<file path="src/rtl/dpll_frame_sync_pkg.sv">
// Shared types, default parameters and frame-length helper for the frame synchroniser.
package dpll_frame_sync_pkg;

  typedef enum logic [1:0] {
    HUNT   = 2'd0,
    VERIFY = 2'd1,
    LOCKED = 2'd2
  } state_t;

  localparam int          DEF_SYNC_WIDTH   = 8;
  localparam logic [31:0] DEF_SYNC_PATTERN = 32'h0000_00A5;
  localparam int          DEF_WORD_WIDTH   = 8;
  localparam int          DEF_FRAME_WORDS  = 4;
  localparam int          DEF_VERIFY_CNT   = 2;
  localparam int          DEF_MISS_LIMIT   = 3;

  function automatic int frame_len(input int sync_w, input int word_w, input int frame_words);
    return sync_w + frame_words * word_w;
  endfunction

endpackage

</file>
<file path="src/rtl/dpll_word_asm.sv">
// Payload word assembler: MSB-first shift register with a bit-in-word counter and a
// registered done pulse one cycle after the bit that completes a word.
module dpll_word_asm
  import dpll_frame_sync_pkg::*;
#(
  parameter int WORD_WIDTH = DEF_WORD_WIDTH
) (
  input  logic                  clk,
  input  logic                  rst_n,
  input  logic                  i_shift,
  input  logic                  i_clr,
  input  logic                  i_bit,
  output logic [WORD_WIDTH-1:0] o_word,
  output logic                  o_done
);

  localparam int             CW       = (WORD_WIDTH > 1) ? $clog2(WORD_WIDTH) : 1;
  localparam logic [CW-1:0]  CNT_LAST = CW'(WORD_WIDTH - 1);

  logic [WORD_WIDTH-1:0] r_sr;
  logic [CW-1:0]         r_cnt;
  logic                  r_done;
  logic [WORD_WIDTH-1:0] w_next;

  if (WORD_WIDTH == 1) begin : g_w1
    assign w_next = i_bit;
  end else begin : g_wn
    assign w_next = {r_sr[WORD_WIDTH-2:0], i_bit};
  end

  // The register keeps shifting into the next word; o_word is only meaningful with o_done.
  always_ff @(posedge clk or negedge rst_n) begin
    if (!rst_n) begin
      r_sr   <= '0;
      r_cnt  <= '0;
      r_done <= 1'b0;
    end else if (i_clr) begin
      r_sr   <= '0;
      r_cnt  <= '0;
      r_done <= 1'b0;
    end else begin
      r_done <= 1'b0;
      if (i_shift) begin
        r_sr <= w_next;
        if (r_cnt == CNT_LAST) begin
          r_cnt  <= '0;
          r_done <= 1'b1;
        end else begin
          r_cnt <= r_cnt + 1'b1;
        end
      end
    end
  end

  assign o_word = r_sr;
  assign o_done = r_done;

endmodule

</file>
<file path="src/rtl/dpll_frame_sync.sv">
// Frame synchroniser after the DPLL data-recovery stage: hunt, verify, lock, word assembly.
// Optional DPLL_FRAME_SYNC_INV_EN: accept the inverted sync word and correct polarity.
module dpll_frame_sync
  import dpll_frame_sync_pkg::*;
#(
  parameter int                    SYNC_WIDTH   = DEF_SYNC_WIDTH,
  parameter logic [SYNC_WIDTH-1:0] SYNC_PATTERN = DEF_SYNC_PATTERN[SYNC_WIDTH-1:0],
  parameter int                    WORD_WIDTH   = DEF_WORD_WIDTH,
  parameter int                    FRAME_WORDS  = DEF_FRAME_WORDS,
  parameter int                    VERIFY_CNT   = DEF_VERIFY_CNT,
  parameter int                    MISS_LIMIT   = DEF_MISS_LIMIT
) (
  input  logic                  clk,
  input  logic                  rst_n,
  input  logic                  bit_ready,
  input  logic                  data_in,
  input  logic                  flush,
  output logic                  word_valid,
  output logic [WORD_WIDTH-1:0] word_data,
  output logic                  word_first,
  output logic                  locked,
  output logic                  sync_err
`ifdef DPLL_FRAME_SYNC_INV_EN
  ,
  output logic                  polarity_inv
`endif
);

  localparam int PAY_LEN   = FRAME_WORDS * WORD_WIDTH;
  localparam int FRAME_LEN = frame_len(SYNC_WIDTH, WORD_WIDTH, FRAME_WORDS);
  localparam int BCW       = $clog2(FRAME_LEN);
  localparam int GW        = $clog2(VERIFY_CNT + 1);
  localparam int MW        = $clog2(MISS_LIMIT + 1);

  localparam logic [BCW-1:0] BC_LAST   = BCW'(FRAME_LEN - 1);
  localparam logic [BCW-1:0] BC_PAY    = BCW'(PAY_LEN);
  localparam logic [BCW-1:0] BC_WORD   = BCW'(WORD_WIDTH);
  localparam logic [GW-1:0]  GOOD_LIM  = GW'(VERIFY_CNT);
  localparam logic [MW-1:0]  MISS_LIM  = MW'(MISS_LIMIT);

  state_t                r_state;
  state_t                w_next_state;
  logic [BCW-1:0]        r_bcnt;
  logic [GW-1:0]         r_good;
  logic [MW-1:0]         r_miss;
  // Only the newest SYNC_WIDTH-1 bits are kept; the oldest is shifted out before any compare.
  logic [SYNC_WIDTH-2:0] r_sync_hist;
  logic                  r_sync_err;
  logic                  r_first;

  logic                  w_rx_bit;
  logic [SYNC_WIDTH-1:0] w_sync_next;
  logic                  w_hit;
  logic                  w_hit_inv;
  logic                  w_sync_slot;
  logic [GW-1:0]         w_good_inc;
  logic [MW-1:0]         w_miss_inc;
  logic                  w_shift;
  logic                  w_asm_clr;
  logic                  w_sync_err;
  logic                  w_asm_done;

`ifdef DPLL_FRAME_SYNC_INV_EN
  logic r_inv;
  assign w_rx_bit     = data_in ^ r_inv;
  assign w_hit_inv    = (w_sync_next == ~SYNC_PATTERN);
  assign polarity_inv = r_inv;
`else
  assign w_rx_bit  = data_in;
  assign w_hit_inv = 1'b0;
`endif

  // bit_ready is a one-cycle strobe with no back-pressure: every strobed bit is consumed,
  // flush wins over a coincident strobe, and all state holds on non-strobe cycles.
  assign w_sync_next = {r_sync_hist, w_rx_bit};
  assign w_hit       = (w_sync_next == SYNC_PATTERN);
  assign w_sync_slot = (r_bcnt == BC_LAST);
  assign w_good_inc  = r_good + 1'b1;
  assign w_miss_inc  = r_miss + 1'b1;

  always_ff @(posedge clk or negedge rst_n) begin
    if (!rst_n) r_state <= HUNT;
    else        r_state <= w_next_state;
  end

  always_comb begin
    w_next_state = r_state;
    if (flush) begin
      w_next_state = HUNT;
    end else if (bit_ready) begin
      case (r_state)
        HUNT:   if (w_hit || w_hit_inv) w_next_state = VERIFY;
        VERIFY: if (w_sync_slot) begin
                  if (!w_hit)                      w_next_state = HUNT;
                  else if (w_good_inc == GOOD_LIM) w_next_state = LOCKED;
                end
        LOCKED: if (w_sync_slot && !w_hit && (w_miss_inc == MISS_LIM)) w_next_state = HUNT;
        default: w_next_state = HUNT;
      endcase
    end
  end

  always_comb begin
    w_shift    = 1'b0;
    w_asm_clr  = 1'b1;
    w_sync_err = 1'b0;
    if (!flush && (r_state == LOCKED)) begin
      w_asm_clr = 1'b0;
      w_shift   = bit_ready && (r_bcnt < BC_PAY);
    end
    if (bit_ready && !flush && (r_state != HUNT) && w_sync_slot && !w_hit) w_sync_err = 1'b1;
  end

  // Any exit to HUNT clears the frame counters so re-acquisition always starts clean.
  always_ff @(posedge clk or negedge rst_n) begin
    if (!rst_n) begin
      r_bcnt      <= '0;
      r_good      <= '0;
      r_miss      <= '0;
      r_sync_hist <= '0;
`ifdef DPLL_FRAME_SYNC_INV_EN
      r_inv       <= 1'b0;
`endif
    end else if (flush) begin
      r_bcnt      <= '0;
      r_good      <= '0;
      r_miss      <= '0;
      r_sync_hist <= '0;
`ifdef DPLL_FRAME_SYNC_INV_EN
      r_inv       <= 1'b0;
`endif
    end else if (bit_ready) begin
      r_sync_hist <= w_sync_next[SYNC_WIDTH-2:0];
      if ((r_state == HUNT) || (w_next_state == HUNT)) begin
        r_bcnt <= '0;
        r_good <= '0;
        r_miss <= '0;
`ifdef DPLL_FRAME_SYNC_INV_EN
        r_inv  <= (r_state == HUNT) && w_hit_inv && !w_hit;
`endif
      end else begin
        r_bcnt <= w_sync_slot ? '0 : r_bcnt + 1'b1;
        if (w_sync_slot) begin
          if (r_state == VERIFY) begin
            r_good <= w_good_inc;
            r_miss <= '0;
          end else begin
            r_miss <= w_hit ? '0 : w_miss_inc;
          end
        end
      end
    end
  end

  always_ff @(posedge clk or negedge rst_n) begin
    if (!rst_n) begin
      r_sync_err <= 1'b0;
      r_first    <= 1'b0;
    end else begin
      r_sync_err <= w_sync_err;
      r_first    <= w_shift && (r_bcnt < BC_WORD);
    end
  end

  dpll_word_asm #(
    .WORD_WIDTH (WORD_WIDTH)
  ) u_word_asm (
    .clk     (clk),
    .rst_n   (rst_n),
    .i_shift (w_shift),
    .i_clr   (w_asm_clr),
    .i_bit   (w_rx_bit),
    .o_word  (word_data),
    .o_done  (w_asm_done)
  );

  assign word_valid = w_asm_done;
  assign word_first = w_asm_done && r_first;
  assign locked     = (r_state == LOCKED);
  assign sync_err   = r_sync_err;

endmodule

</file>
<file path="config.mk">
export PLATFORM = sky130hd
export DESIGN_NAME = dpll_frame_sync
export DESIGN_NICKNAME = d
export VERILOG_FILES = /design/src/rtl/dpll_frame_sync_pkg.sv /design/src/rtl/dpll_word_asm.sv /design/src/rtl/dpll_frame_sync.sv
export SDC_FILE = /design/constraint.sdc
export NUM_CORES = 1
export LEC_CHECK = 0
export ABC_AREA = 1
export CORE_ASPECT_RATIO = 1.25
export CORE_MARGIN = 4
export CORE_UTILIZATION = 59
export CTS_CLUSTER_DIAMETER = 150
export DETAILED_ROUTE_END_ITERATION = 10
export HOLD_SLACK_MARGIN = 0.08
export PLACE_DENSITY_LB_ADDON = 0.08
export SYNTH_ARGS = -nofsm -noshare
export SYNTH_HDL_FRONTEND = slang
export SYNTH_SLANG_ARGS = --single-unit
</file>
<file path="constraint.sdc">
create_clock -name clk -period 3.55 [get_ports clk]
set_input_delay 0.71 -clock clk [delete_from_list [all_inputs] [get_ports clk]]
set_output_delay 0.71 -clock clk [all_outputs]
set_load 0.1 [all_outputs]
</file>
## After elaboration in Yosys (flattened, before gate mapping)

Index checks and enable logic that the tools add are counted.

- Output and inout port bits: 12
- Bits of input ports: 5
- Word-level logic and storage cells: 80
- Register bits after elaboration: 33

- Eq/ne operators: 8
- Mux-type cells: 35
- Reductions and logical operators: 21
- Add/sub/neg operators: 4
- Order comparisons: 2

Operators with widths:

| operator | number |
|---|---|
| $mux 2 | 18 |
| $mux 6 | 4 |
| $mux 8 | 2 |
| $mux 7 | 2 |
| $logic_and 1x1->1 | 10 |
| $mux 3 | 3 |
| $eq 8x8->1 const B | 1 |
| $add 6x1->6 const B | 1 |
| $eq 2x2->1 const B | 3 |
| $eq 6x6->1 const B | 1 |
| $lt 6x4->1 const B | 1 |
| $lt 6x6->1 const B | 1 |
| $pmux 2 s3 | 1 |
| $reduce_bool 3->1 | 2 |
| $mux 1 | 5 |
| $add 2x1->2 const B | 2 |
| $logic_not 2->1 | 2 |
| $reduce_bool 2->1 | 2 |
| $add 3x1->3 const B | 1 |
| $eq 3x3->1 const B | 1 |
| $reduce_and 3->1 | 1 |
| $eq 2x1->1 const B | 1 |
| $logic_not 1->1 | 2 |
| $ne 2x2->1 const B | 1 |
| 2 further kinds | 2 |

## Longest topological paths before layout

- Depth after elaboration: 13
- Gate-level depth with buffers: 13

## By module

A second synthesis with hierarchy kept.

- Cell total of the unflattened synthesis: 193
- Area, all modules: 1630.3 µm²

By module, submodules not included:

| module | instances | area an instance (µm²) | cells each |
|---|---|---|---|
| dpll_frame_sync | 1 | 1121.1 | 137 |
| dpll_word_asm | 1 | 509.2 | 56 |

## Worst setup path after synthesis

No wires, ideal clock.

- Kind: flip-flop to flip-flop
- Start: register r_state[1]
- End: register r_bcnt[3]
- Setup slack: 1.022 ns
- Clock period less this slack: 2.528 ns
- Arrival time: 2.456 ns
- Stages on the path, launching flop included: 11
- Path through: dfrtp_1 -> inv_1 -> nor2_1 -> nand2_1 -> nand2_1 -> a21oi_2 -> nand2_2 -> nand2_4 -> o21ai_2 -> inv_2 -> nor2_1

RTL lines:

| what | line | source |
|---|---|---|
| from (decl) | dpll_frame_sync.sv:41 | `state_t r_state;` |
| from (signal assigned) | dpll_frame_sync.sv:83 | `else r_state <= w_next_state;` |
| $eq 2x2->1 | -- |  |
| named net locked | dpll_frame_sync.sv:21 | `output logic locked,` |
| $pmux 2 s3 | dpll_frame_sync.sv:91 | `case (r_state)` |
| $mux 2 | dpll_frame_sync.sv:90 | `end else if (bit_ready) begin` |
| $mux 2 | dpll_frame_sync.sv:88 | `if (flush) begin` |
| $logic_not 2->1 | dpll_frame_sync.sv:134 | `if ((r_state == HUNT) \|\| (w_next_state == HUNT)) begin` |
| $logic_or 1x1->1 | dpll_frame_sync.sv:134 |  |
| $mux 6 | dpll_frame_sync.sv:134 |  |
| $mux 6 | dpll_frame_sync.sv:132 | `end else if (bit_ready) begin` |
| $mux 6 | dpll_frame_sync.sv:124 | `end else if (flush) begin` |
| to (signal assigned) | dpll_frame_sync.sv:142 | `r_bcnt <= w_sync_slot ? '0 : r_bcnt + 1'b1;` |
| to (decl) | dpll_frame_sync.sv:43 | `logic [BCW-1:0] r_bcnt;` |

The timed path passes the listed nets, and every way through them passes these cells. The select of a mux whose other input is x is not followed.
A chain may end at the register's enable or synchronous reset.

## Worst setup path after layout

- Start: register u_word_asm.r_done, in the netlist u_word_asm.o_done
- End: output word_first

- Word-level cells in the longest chain between the ends: 1

Ends and longest elaborated chain:

| what | line | source |
|---|---|---|
| from (decl) | dpll_word_asm.sv:22 | `logic r_done;` |
| from (signal assigned) | dpll_word_asm.sv:36 | `r_done <= 1'b0;` |
| from (signal assigned) | dpll_word_asm.sv:40 | `r_done <= 1'b0;` |
| from (signal assigned) | dpll_word_asm.sv:42 | `r_done <= 1'b0;` |
| $logic_and 1x1->1 | dpll_frame_sync.sv:178 | `assign word_first = w_asm_done && r_first;` |
| to (decl) | dpll_frame_sync.sv:20 | `output logic word_first,` |

No other way between the ends.

==> out/metrics.csv <==
metric;value;unit
die width;54.53;um
hold_sp;r_good[1]$_DFFE_PN0P_;
synthesized netlist cell count;189;
CP endpoint kind;output port;
RSZ-0062 raised after global routing;no;
post-route design area;1851;sq um
setup_tns;0;ns
MaxCap Viol Count;0;
dpl hpwl;2292;um
status;completed;
CTS H-Tree Depth;2;
syn nets;199;
CP Class;reg -> out;
Final ANT Viol Nets;0;
worst r2r src;r_bcnt[0]$_DFFE_PN0P_;
warnings from Yosys;0;
DR DRC count;0;
Worst-Skew Late Latency;0.34;ns
drt pass-1 iters;5;
Tot Pwr;0.6292;mW
Die Height;66.16;um
initial antenna violation count;0;
Hold-fix buffers, CTS;0;
Final period util;73.23;%
dpl cell area;1795;sq um
Layout area overhead;15.91;%
CP required;2.84;ns
final-report setup violation count;0;
GRT overflow;0;
# rows;20;
Initial Utilization;63.80;%
Final nets;221;
Tmin final;2.600;ns
HP Class;reg -> reg;
Mapped Area;1597;sq um
Core ar.;2502;sq um
WL/cell;12.33;um
first-pass GRT wire length;5237;um
number of synthesized register bits;33;
TritonCTS clock tree;done;
worst relative slew slack;35.33;%
Worst-Margin Slew;0.9671;ns
Yosys top cell by area;dfrtp_1;
R2R cell count;12;
reg-to-reg endpoint;r_good[0]$_DFFE_PN0P_;
post-layout util;73.95;%
commonest cells after routing, fill and taps aside;inv_1, nand2_1, dfrtp_1;
CP startpoint;u_word_asm.o_done$_DFF_PN0_;
num ports;17;
worst hold endpoint;r_good[1]$_DFFE_PN0P_;
Peak supply drop;0.0002693;V
Worst EP arrival;1.89;ns
pin count of the biggest net entering global routing;34;
pwr dens;340.0;nW/um^2
post-synthesis sequential area ratio;51.72;%
Final Hold Vio Count;0;
CTS sink cnt;33;
Total Wirelength;3008;um
via/cell ratio;5.193;
die area;3607;sq um
worst-path maximum fanout;2;
postcts setup bufs;0;
IO buf count;16;
Yosys cell types;23;
cts repair resizes;0;
most common cell after layout, fill and taps aside;inv_1;
CTS root buffer;clkbuf_4;
P_leak;0.9242;nW
total track usage;20.53;%
Clock transition at path regs;0.09;ns
f_max;384.7;MHz
number of global-route vias before repair;1274;
Worst R2R Setup Slack;1.69;ns
RePlAce Congestion;0.8694;
TritonCTS buffer count;5;
Yosys top cell area share;51.72;%
via count;1267;
Area contributors post-synth;dfrtp_1, inv_1, nand2_1;
clock tree buffer depth;2;
hold path cells;2;
Starting DRT DRC Count;41;
Worst setup SP type;flip-flop;
n_diodes;0;
share of cells above drive strength 1;9.479;%
skew final;0.009807;ns
Mapped Avg Cell Area;8.447;sq um
Slew Viols, Final;0;
## state kept, by name (all words and copies together), names as in the netlist
register,cells
u_word_asm.o_word,8
r_sync_hist,7
r_bcnt,6
u_word_asm.r_cnt,3
r_good,2
r_miss,2
r_state,2
r_first,1
sync_err,1
u_word_asm.o_done,1
## through the flow
stage	setup WS [ns]	hold slack, ns	instances
after floorplan	1.022	0.4144	189
after global placement	0.9543	0.4557	237
after detailed placement	0.8401	0.4771	237
after CTS	0.9295	0.4973	244
after global routing	0.8585	0.5489	244
final	0.9504	0.5094	244
## how the worst max path moves through the flow
stage                       endpoint
5_1_grt                   word_first
2_1_floorplan  r_bcnt[3]$_DFFE_PN0P_
3_3_place_gp   r_bcnt[4]$_DFFE_PN0P_
4_1_cts                   word_first
3_5_place_dp   r_bcnt[3]$_DFFE_PN0P_
6_report                  word_first
## metal layers
metal / up-vias / GRT usage, % / routed length [um]
li1: 646 / - / -
met1: 581 / 23.07 / 1265
met2: 30 / 33.53 / 1518
met3: 10 / 7.675 / 146
met4: 0 / 9.346 / 78
met5: - / 0 / 0
## final cells by class
type | count | area (sq um)
Fill cell | 189 | 651.9
Inverter | 41 | 153.9
Sequential cell | 33 | 825.8
Clock buffer | 7 | 55.05
Multi-Input combinational cell | 113 | 609.3
Timing Repair Buffer | 17 | 165.2
Tap cell | 33 | 41.29
## synthesized netlist by cell type, drive strengths merged
cell type / instances
clkbuf: 2
o31ai: 1
clkinv: 2
nor2: 23
dfrtp: 33
nor3: 4
o21ai: 5
nand3: 14
ha: 5
o22ai: 14
o211ai: 1
nand2: 38
xor2: 3
a21oi: 2
nand4: 3
inv: 39
## where the power goes
part / switching [mW] / leakage [nW] / internal, mW / total (mW)
combinational: 0.0264 / 0.434 / 0.0115 / 0.0379
sequential: 0.00184 / 0.459 / 0.378 / 0.380
clock: 0.118 / 0.0314 / 0.0933 / 0.211
## worst max-delay path, cell delays in order (launching register included)
cell	delay, ns
dfrtp_1	0.35
nand2_1	0.05
inv_1	0.04
clkdlybuf4s50_1	1.11
## logic make-up (layout without fill, tap and decap cells)
group,after synthesis,in the layout,synth area share (%)
compound gates,23,23,9.404
xor+xnor,3,3,1.646
fa+ha+maj,5,5,3.918
buf+inv,43,65,10.11
flops,33,33,51.72
simple gates,82,82,23.20
Note: power is estimated with default switching activity, not from simulation.
